## config.mk

```make
export PLATFORM = sky130hd
export DESIGN_NAME = uart_rx
export DESIGN_NICKNAME = d
export VERILOG_FILES = /design/src/rtl/uart_pkg.sv /design/src/rtl/uart_rx_sampler.sv /design/src/rtl/uart_rx.sv
export SDC_FILE = /design/constraint.sdc
export NUM_CORES = 1
export LEC_CHECK = 0
export BUFFER_PORTS_ARGS = -buffer_cell sky130_fd_sc_hd__buf_2
export CAP_MARGIN = 5
export CORE_UTILIZATION = 53
export CTS_BUF_LIST = sky130_fd_sc_hd__clkbuf_16
export CTS_CLUSTER_DIAMETER = 120
export DETAILED_ROUTE_END_ITERATION = 16
export PLACE_DENSITY = 0.76
export SYNTH_ARGS = -nofsm -noshare
export SYNTH_HDL_FRONTEND = slang
export SYNTH_SLANG_ARGS = --single-unit
export TNS_END_PERCENT = 50
```

## constraint.sdc

```tcl
create_clock -name CLK -period 2.4 [get_ports CLK]
set_input_delay 0.24 -clock CLK [delete_from_list [all_inputs] [get_ports CLK]]
set_output_delay 0.24 -clock CLK [all_outputs]
set_load 0.01 [all_outputs]
```

## src/rtl/uart_pkg.sv

```systemverilog
// Shared UART types, constants and small helpers.
package uart_pkg;

  localparam int unsigned DATA_W     = 8;
  localparam int unsigned PRESCALE_W = 5;

  localparam logic PAR_EVEN = 1'b0;
  localparam logic PAR_ODD  = 1'b1;

  typedef enum logic [2:0] {
    IDLE,
    START,
    DATA,
    PARITY,
    STOP
  } rx_state_e;

  // 2-of-3 majority vote
  function automatic logic majority3(input logic [2:0] s);
    return (s[0] & s[1]) | (s[0] & s[2]) | (s[1] & s[2]);
  endfunction

  // Expected parity bit for a byte under the selected parity type
  function automatic logic parity_bit(input logic [DATA_W-1:0] d, input logic typ);
    logic p;
    p = ^d;
    if (typ == PAR_ODD) p = ~p;
    return p;
  endfunction

endpackage

```

## src/rtl/uart_rx_sampler.sv

```systemverilog
// Captures three mid-bit samples of the serial line and votes on them.
// The voted bit is stable from edge_cnt = P/2+2 onward, so it is valid at P-1.
module uart_rx_sampler
  import uart_pkg::*;
(
  input  logic                  clk,
  input  logic                  rst_n,
  input  logic                  rx_in,
  input  logic [PRESCALE_W-1:0] edge_cnt,
  input  logic [PRESCALE_W-1:0] prescale,
  output logic                  sampled_bit_c
);

  logic [2:0]            samples_q;
  logic [2:0]            samples_d;
  logic [PRESCALE_W-1:0] half;

  assign half = prescale >> 1;

  // Pick up the line at P/2-1, P/2 and P/2+1
  always_comb begin
    samples_d = samples_q;
    if (edge_cnt == PRESCALE_W'(half - PRESCALE_W'(1))) samples_d[0] = rx_in;
    if (edge_cnt == half)                               samples_d[1] = rx_in;
    if (edge_cnt == PRESCALE_W'(half + PRESCALE_W'(1))) samples_d[2] = rx_in;
  end

  // Sample registers
  always_ff @(posedge clk or negedge rst_n) begin
    if (!rst_n) samples_q <= 3'b111;
    else        samples_q <= samples_d;
  end

  assign sampled_bit_c = majority3(samples_q);

endmodule

```

## src/rtl/uart_rx.sv

```systemverilog
// Oversampling UART receiver: start, 8 data bits LSB first, optional parity, one stop.
// Configuration is captured when a start bit is first seen and held for the frame.
module uart_rx
  import uart_pkg::*;
(
  input  logic                  CLK,
  input  logic                  RST,
  input  logic [PRESCALE_W-1:0] PRESCALE,
  input  logic                  PAR_EN,
  input  logic                  PAR_TYP,
  input  logic                  RX_IN,
  output logic [DATA_W-1:0]     P_DATA,
  output logic                  DATA_VALID
);

  rx_state_e             state_q,      state_d;
  logic [PRESCALE_W-1:0] edge_cnt_q,   edge_cnt_d;
  logic [2:0]            bit_cnt_q,    bit_cnt_d;
  logic [PRESCALE_W-1:0] prescale_q,   prescale_d;
  logic                  par_en_q,     par_en_d;
  logic                  par_typ_q,    par_typ_d;
  logic                  err_q,        err_d;
  logic [DATA_W-1:0]     shift_q,      shift_d;
  logic [DATA_W-1:0]     p_data_q,     p_data_d;
  logic                  data_valid_q, data_valid_d;

  logic sampled_bit_c;
  logic last_edge_c;

  uart_rx_sampler u_sampler (
    .clk           (CLK),
    .rst_n         (RST),
    .rx_in         (RX_IN),
    .edge_cnt      (edge_cnt_q),
    .prescale      (prescale_q),
    .sampled_bit_c (sampled_bit_c)
  );

  assign last_edge_c = (edge_cnt_q == PRESCALE_W'(prescale_q - PRESCALE_W'(1)));

  // Next-state, counters, shift register, parity check and output updates
  always_comb begin
    state_d      = state_q;
    edge_cnt_d   = edge_cnt_q;
    bit_cnt_d    = bit_cnt_q;
    prescale_d   = prescale_q;
    par_en_d     = par_en_q;
    par_typ_d    = par_typ_q;
    err_d        = err_q;
    shift_d      = shift_q;
    p_data_d     = p_data_q;
    data_valid_d = 1'b0;

    if (state_q != IDLE) begin
      edge_cnt_d = last_edge_c ? '0 : PRESCALE_W'(edge_cnt_q + PRESCALE_W'(1));
    end

    case (state_q)
      IDLE: begin
        edge_cnt_d = '0;
        if (!RX_IN) begin
          // This cycle counts as edge 0 of the start bit
          state_d    = START;
          edge_cnt_d = PRESCALE_W'(1);
          bit_cnt_d  = '0;
          err_d      = 1'b0;
          prescale_d = PRESCALE;
          par_en_d   = PAR_EN;
          par_typ_d  = PAR_TYP;
        end
      end
      START: begin
        if (last_edge_c) state_d = sampled_bit_c ? IDLE : DATA;
      end
      DATA: begin
        if (last_edge_c) begin
          shift_d = {sampled_bit_c, shift_q[DATA_W-1:1]};
          if (bit_cnt_q == 3'd7) begin
            bit_cnt_d = '0;
            state_d   = par_en_q ? PARITY : STOP;
          end else begin
            bit_cnt_d = 3'(bit_cnt_q + 3'd1);
          end
        end
      end
      PARITY: begin
        if (last_edge_c) begin
          err_d   = (sampled_bit_c != parity_bit(shift_q, par_typ_q));
          state_d = STOP;
        end
      end
      STOP: begin
        if (last_edge_c) begin
          if (sampled_bit_c && !err_q) begin
            p_data_d     = shift_q;
            data_valid_d = 1'b1;
          end
          state_d = IDLE;
        end
      end
      default: state_d = IDLE;
    endcase
  end

  // State and datapath registers
  always_ff @(posedge CLK or negedge RST) begin
    if (!RST) begin
      state_q      <= IDLE;
      edge_cnt_q   <= '0;
      bit_cnt_q    <= '0;
      prescale_q   <= PRESCALE_W'(16);
      par_en_q     <= 1'b0;
      par_typ_q    <= PAR_EVEN;
      err_q        <= 1'b0;
      shift_q      <= '0;
      p_data_q     <= '0;
      data_valid_q <= 1'b0;
    end else begin
      state_q      <= state_d;
      edge_cnt_q   <= edge_cnt_d;
      bit_cnt_q    <= bit_cnt_d;
      prescale_q   <= prescale_d;
      par_en_q     <= par_en_d;
      par_typ_q    <= par_typ_d;
      err_q        <= err_d;
      shift_q      <= shift_d;
      p_data_q     <= p_data_d;
      data_valid_q <= data_valid_d;
    end
  end

  assign P_DATA     = p_data_q;
  assign DATA_VALID = data_valid_q;

endmodule

```

* Word-level counts from Yosys, hierarchy flattened
Cells that the tools add are included.
Storage, ports and cells: bits in registers 39, output and inout bits 9, word-level logic and storage cells 81
Operators by class: add/subtract/negate cells 5, eq/ne operators 16, muxes and demuxes 26, reduce and logical (&&, ||, !) cells 14, bitwise logic cells 7
Operator list (number):
- $mux 3 | 10
- $eq 5x5->1 | 3
- $mux 5 | 3
- $pmux 3 s5 | 1
- $ne 2x2->1 const B | 6
- $mux 1 | 9
- $reduce_and 3->1 | 3
- $reduce_xor 8->1 | 1
- $eq 3x2->1 const B | 2
- $eq 3x3->1 const B | 2
- $pmux 3 s2 | 1
- $reduce_and 6->1 | 1
- $reduce_bool 2->1 | 3
- $add 4x1->5 const B | 1
- $add 5x1->5 const B | 1
- $eq 5x4->1 | 1
- $sub 4x1->5 const B | 1
- $sub 5x1->5 const B | 1
- $reduce_and 2->1 | 2
- $add 3x1->3 const B | 1
- $and 1x1->1 | 3
- $eq 3x1->1 const B | 1
- $logic_not 3->1 | 1
- $reduce_bool 3->1 | 1
- other kinds (7) | 9

* Logic depth before layout (Yosys ltp)
Gate-level depths: netlist of the first run.
word-level depth 8, mapped depth 10, gate-level depth less buffers 7

* Hierarchy
Synthesis of the first run repeated with hierarchy kept, for this count alone.
Second synthesis, totals: cells, all modules 174, area, all modules 2075.7 µm²
Modules (own cells, without submodules):
- uart_rx | seq. area each 902.1 µm², area each 1720.4 µm², instances 1, cells an instance 139
- uart_rx_sampler | seq. area each 78.8 µm², area each 355.3 µm², instances 1, cells an instance 35

* Worst setup path after synthesis of the first run
No wires, ideal clock.
path kind register to register, from register prescale_q[1], to register p_data_q[0], in the netlist P_DATA[0], required time 2.275 ns, stages on the path, launching flop included 9, clock period less this slack 2.606 ns, arrival 2.482 ns, setup slack -0.206 ns, cell sequence dfrtp_1 -> inv_1 -> ha_1 -> nor2b_1 -> or3_1 -> a311o_1 -> buf_6 -> nor4_4 -> mux2_2
Between the ends: cells in the longest elaborated chain, start to end 3
RTL lines:
- start: declaration | RTL line uart_rx.sv:19 | logic [PRESCALE_W-1:0] prescale_q, prescale_d;
- start signal: assignment | RTL line uart_rx.sv:122 | prescale_q <= prescale_d;
- $sub 5x1->5 | RTL line uart_rx.sv:39 | assign last_edge_c = (edge_cnt_q == PRESCALE_W'(prescale_q - PRESCALE_W'(1)));
- $eq 5x5->1 | RTL line uart_rx.sv:39
- $reduce_and 3->1 (no line)
- end signal: assignment | RTL line uart_rx.sv:127 | p_data_q <= p_data_d;
- end: declaration | RTL line uart_rx.sv:24 | logic [DATA_W-1:0] p_data_q, p_data_d;
No other way between the ends. A chain may end at the register's enable or synchronous reset.

* Worst setup path in the final report of the first run
from register prescale_q[0], to register p_data_q[7], in the netlist P_DATA[7]
The elaborated chain is that of the path after synthesis.

==> results of run 1 <==
kinds of logic after synthesis:
kind of cell	share of synthesized area, %
flip-flops	46.5
adder cells (fa/ha/maj)	4.62
AO/OA/AOI/OAI	7.83
multiplexers	12.1
buffers and inverters	4.21
XOR/XNOR	10.6
AND/OR/NAND/NOR	14.2
stage by stage:
stage          hold WS [ps]  util (%)  std cells  cell area (sq um)  setup slack (ps)
2_1_floorplan         -55.6         -        195               2150             -64.4
3_3_place_gp            372      61.9        260               2320               143
3_5_place_dp            395      61.9        260               2320              73.1
4_1_cts                 102      65.5        268               2450              62.2
5_1_grt                 153      66.7        270               2500             -5.90
6_report               75.5      66.7        270               2500              61.7
timing repair:
item                       4_1_cts  5_1_grt
buffers inserted                 0        2
setup endpoints to repair        0       17
gates resized for setup          0        9
power by group through the flow:
| stage | registers, mW | clock network (mW) | logic (mW) |
|---|---|---|---|
| floorplan | 0.990 | 0 | 1.06 |
| global placement | 1.06 | 0 | 1.19 |
| detailed placement | 1.09 | 0 | 1.27 |
| CTS | 1.08 | 0.624 | 1.29 |
| global route | 1.12 | 0.656 | 1.50 |
| finish | 1.09 | 0.606 | 1.36 |
final timing paths:
check | slack (ps) | start | endpoint
max in group asynchronous | 1740 | RST | prescale_q[2]
min in group CLK | 160 | PRESCALE[3] | prescale_q[3]
hold / removal | 80 | RST | shift_q[0]
hold reg to reg | 510 | par_typ_q | par_typ_q
setup / recovery | 60 | prescale_q[0] | P_DATA[7]
setup reg to reg | 60 | prescale_q[0] | P_DATA[7]
placed cells by master, fill, tap and decap left out, types with 3 or more instances in the layout:
master,n
nor2_1,9
o21ai_0,12
mux2_4,8
clkbuf_16,5
a21oi_1,3
dfrtp_1,34
buf_4,10
mux2i_1,3
inv_1,9
dfstp_2,4
nand3_1,5
ha_1,6
mux2_2,12
o31ai_1,3
nand2_1,21
xnor2_1,14
xor2_1,9
buf_2,18
sequential cells by signal, summed over array words and instances (netlist names):
signal and flops:
state_q 3, edge_cnt_q 5, DATA_VALID 1, par_en_q 1
err_q 1, shift_q 8, P_DATA 8, par_typ_q 1
u_sampler.samples_q 3, bit_cnt_q 3, prescale_q 5
layout make-up:
cell class                 count  area (sq um)
clock buffer                   5           125
clock inverter                 3          12.5
fill                         295          1250
inverter                       9          33.8
multi-input combinational    137          1110
sequential                    39           982
tap                           48          60.1
timing repair buffer          29           176
worst reg2reg max path, cell delays in order (launching register included):
cell and delay [ps]:
dfrtp_1 390, inv_2 70, ha_4 170, nor2b_4 120, or3_4 330, a311o_2 460
nor4_4 180, buf_4 200, mux2_4 310
metal layers:
metal  share of wire (%)  vias up  track usage, %
met3                 3.0        9            5.03
met2                  54       26            42.2
met4                 1.9        0            10.1
li1                    -      717               -
met5                   0        -               0
met1                  41      778            27.6
==> impl_metrics.toml, run 1 <==
[power_and_ir_drop]
peakVddDrop_mv = 0.573
internal_power_mw = 1.91
power.switching_mw = 1.15
power_frac_seq_pct = 35.8
clkPwrFrac_pct = 19.8
p_sw_share_pct = 37.5
combPwrFrac_pct = 44.4
leakagePower_nw = 1.21
power.total_mw = 3.06
power_density_nw_per_um2 = 1220

[timing]
finalSetupTns_ps = 0
hold_violations = 0
tightestPinTransition_ps = 853
period_share_pct = 97.4
setup_viol = 0
skew_ps = 3.46
min_period_ps = 2340
maxSlewHeadroom_pct = 43.2
fmax_ghz = 0.428
slew_viol_final = 0

[global_route]
grt_usage_pct = 23.8
grt_pass1_vias = 1573
grt_pass1_wl_mm = 7.39
grt_antenna_before_repair = 0
grt_max_degree = 40
grt_overflow = 0

[yosys]
synth_top_area_cell = "dfrtp_1"
netlist_top_cells_area = "dfrtp_1, mux2_2, xnor2_1"
netlist.area_leader.share_pct = 41.5
synth_area_sq_um = 2110
synthArstFlopShare_pct = 100
ys_seq_area_share_pct = 46.5
syn_avg_cell_area_sq_um = 10.8
synth-main-ff-cell = "dfrtp_1"
synthCells = 195
ys_top_cells_by_count = "dfrtp_1, nand2_1, mux2_2"
synth_cell_types = 40
yosys_warnings = 0
yosysMostFrequentCell = "dfrtp_1"
synth_edf_count = 0
synth.net_count = 212
synth-seq-cells = 39

[route]
via_per_inst = 5.67
ant_nets = 0
vias = 1530
routed_wl_mm = 4.48
drc = 0
wl_per_cell_microns = 16.6
dr.first_iter.drc_count = 86
dr.pass1.iters = 4

[setup_path]
slowest_delay_ps = 460
crit_buf_inv = 2
worst-path-stages = 8
arrival_ps = 2500
crit_fanout = 6
cp-end-kind = "flop"
required_ps = 2560
crit_family = "simple AND/OR/NAND/NOR gates"
critPathSlowestCell = "a311o_2"
cp_cell_sequence = "inv_2 -> ha_4 -> nor2b_4 -> or3_4 -> a311o_2 -> nor4_4 -> buf_4 -> mux2_4"
cp-start-kind = "flop"
r2r_cells = 8
crit_type = "flop to flop"

[clocking]
cts_tree = "yes"
clock_path_buffers = 2
clk_latency_ps = 280
numCtsBuffers = 5
cts.sinks = 39
clk_pin_slew_ps = 50
hold_buffers = 0
htreeDepth = 2
clock-root-buffer = "clkbuf_16"

[outcome]
status = "finished, final reports clean"

[job]
maxCapViolations = 0

[placed_design]
dp_hpwl_mm = 3.20
port_buffers = 18
place.gp.congestion = 0.835

[die]
dieArea_sq_um = 4240
ioPinCount = 19
fp.dieW_microns = 65.1
core-area_sq_um = 3740
rows = 22
start_util_pct = 56.4
die_height_microns = 65.1

[cells_and_area]
synthToLayoutAreaGrowth_pct = 18.3
fin_nets = 238
drive_above_1_share_pct = 32.0
n_antenna_cell = 0

[min_path]
min_path_type = "primary input to asynchronous set/reset pin"
(Power assumes the default switching activity.)
==> run 2, diff against run 1 <==
--- a/config.mk
+++ b/config.mk
@@ -7,11 +7,11 @@
 export LEC_CHECK = 0
 export BUFFER_PORTS_ARGS = -buffer_cell sky130_fd_sc_hd__buf_2
 export CAP_MARGIN = 5
-export CORE_UTILIZATION = 53
+export CORE_UTILIZATION = 59
 export CTS_BUF_LIST = sky130_fd_sc_hd__clkbuf_16
 export CTS_CLUSTER_DIAMETER = 120
 export DETAILED_ROUTE_END_ITERATION = 16
-export PLACE_DENSITY = 0.76
+export PLACE_DENSITY = 0.8
 export SYNTH_ARGS = -nofsm -noshare
 export SYNTH_HDL_FRONTEND = slang
 export SYNTH_SLANG_ARGS = --single-unit
==> constraint.sdc (replaced) <==
create_clock -name CLK -period 2.3 [get_ports CLK]
set_input_delay 0.345 -clock CLK [delete_from_list [all_inputs] [get_ports CLK]]
set_output_delay 0.345 -clock CLK [all_outputs]
set_load 0.01 [all_outputs]
==> run 2 against run 1 <==
The run now ends with negative setup slack left. Sequential cell count unchanged. Clock power rose by 25%. Wire length shrank 3.1%. Register-to-register slack got worse by 80 ps. First-iteration DRC count rose by 35%. Sequential share of layout area shrank 0.99 points. Utilization rose by 8.8 points. Power rose by 9.4%. Sequential power about the same. Largest cell class unchanged.
==> impl_metrics.toml, run 2 (synthesized netlist as in run 1, its figures left out) <==
[outcome]
status = "finished with violations"
failed_checks = "negative setup slack"

[die]
ioPinCount = 19
dieArea_sq_um = 3820
rows = 21
core-area_sq_um = 3390
fp.dieW_microns = 61.8
die_height_microns = 61.8
start_util_pct = 62.3

[timing]
slew_viol_final = 0
hold_violations = 0
min_period_ps = 2320
rsz0062_at_grt = "true"
setup_viol = 8
period_share_pct = 101
skew_ps = 4.43
setup_slack_ps = -20.0
maxSlewHeadroom_pct = 44.3
fmax_ghz = 0.431
tightestPinTransition_ps = 836

[power_and_ir_drop]
leakagePower_nw = 1.23
peakVddDrop_mv = 1.01
power.total_mw = 3.34
power_density_nw_per_um2 = 1310

[setup_path]
crit_start = "prescale_q[2]"
crit_fanout = 9
reg2reg_from = "prescale_q[2]"
required_ps = 2460
crit_type = "flop to flop"
cp-start-kind = "flop"
arrival_ps = 2480
cp-end-kind = "flop"

[cells_and_area]
synthToLayoutAreaGrowth_pct = 21.2
seq_area_sq_um = 981
final_common_cell = "dfrtp_1"
fin_area_sq_um = 2560
n_antenna_cell = 0
drive_above_1_share_pct = 32.0
fin_nets = 241
n_fill_cell = 225
final_cell_mix = "dfrtp_1, nand2_1, buf_2, xnor2_1"
stdcell_count = 271
multi_input_area_sq_um = 1110

[route]
ant_nets = 0
dr.first_iter.drc_count = 116
wl_per_cell_microns = 16.0
dr.pass1.iters = 4
drc = 0
via_per_inst = 5.59
routed_wl_mm = 4.34
vias = 1516

[job]
maxCapViolations = 0

[placed_design]
placed_area_sq_um = 2360
place.gp.congestion = 0.861
dp_hpwl_mm = 3.06
port_buffers = 18
dp.cells = 262

[clocking]
clock_path_buffers = 2
clk_latency_ps = 280
cts_tree = "yes"
clock-root-buffer = "clkbuf_16"
numCtsBuffers = 5
clk_pin_slew_ps = 60
htreeDepth = 2
cts.sinks = 39

[global_route]
grt_antenna_before_repair = 0
grt_pass1_vias = 1479
grt_pass1_wl_mm = 7.04
grt_max_degree = 40
grt_usage_pct = 26.6
grt_overflow = 0

[min_path]
min_path_type = "primary input to asynchronous set/reset pin"
run 2: area by class of cell:
class,count,share of cell area (%)
Clock buffer,5,4.89
Clock inverter,3,1.52
Inverter,9,1.32
Multi-Input combinational cell,137,43.2
Sequential cell,39,38.4
Tap cell,46,2.25
Timing Repair Buffer,32,8.41
run 2: path summary, 6_finish.rpt:
path / slack [ps] / to / depth (start not counted)
min: 170 / edge_cnt_q[4] / 1
max reg2reg: -20 / P_DATA[3] / 7
max: -20 / P_DATA[3] / 7
min in group CLK: 250 / prescale_q[4] / 3
max in group asynchronous: 1610 / P_DATA[3] / 1
min reg2reg: 500 / par_typ_q / 2
run 2: report_power, final:
group          switching [mW]  internal [mW]
registers               0.199          0.895
clock network           0.252          0.505
logic                   0.766          0.728
run 2: critical path, cell delays in order (launching register included):
cell and delay, ps:
dfrtp_1 380, buf_4 180, nor2b_2 160, or3_1 350, a311o_2 440, nor4_4 200, buf_12 180, mux2_4 300
run 2: per-layer routing:
layer | up-vias | track usage [%] | wire (microns)
li1 | 725 | - | -
met1 | 754 | 33.1 | 1900
met2 | 28 | 44.2 | 2220
met3 | 9 | 6.21 | 163
met4 | 0 | 12.1 | 63
met5 | - | 0 | 0
run 2: metrics by stage:
step	hold WS [ps]	utilization, %	setup TNS (ps)	setup slack (ps)
global route	247	75.5	-1420	-122
detailed placement	488	69.5	0	5.21
CTS	196	74.4	-34.3	-12.7
finish	169	75.5	-101	-20.0
global placement	478	69.5	0	93.3
floorplan	49.4	-	-1320	-164
run 2: repair_timing:
action                                  CTS  global route
hold buffers                              0             0
buffers inserted                          0             1
pin swaps                                 0             0
endpoints found under the setup margin    8            22
gates resized for setup                   1             7
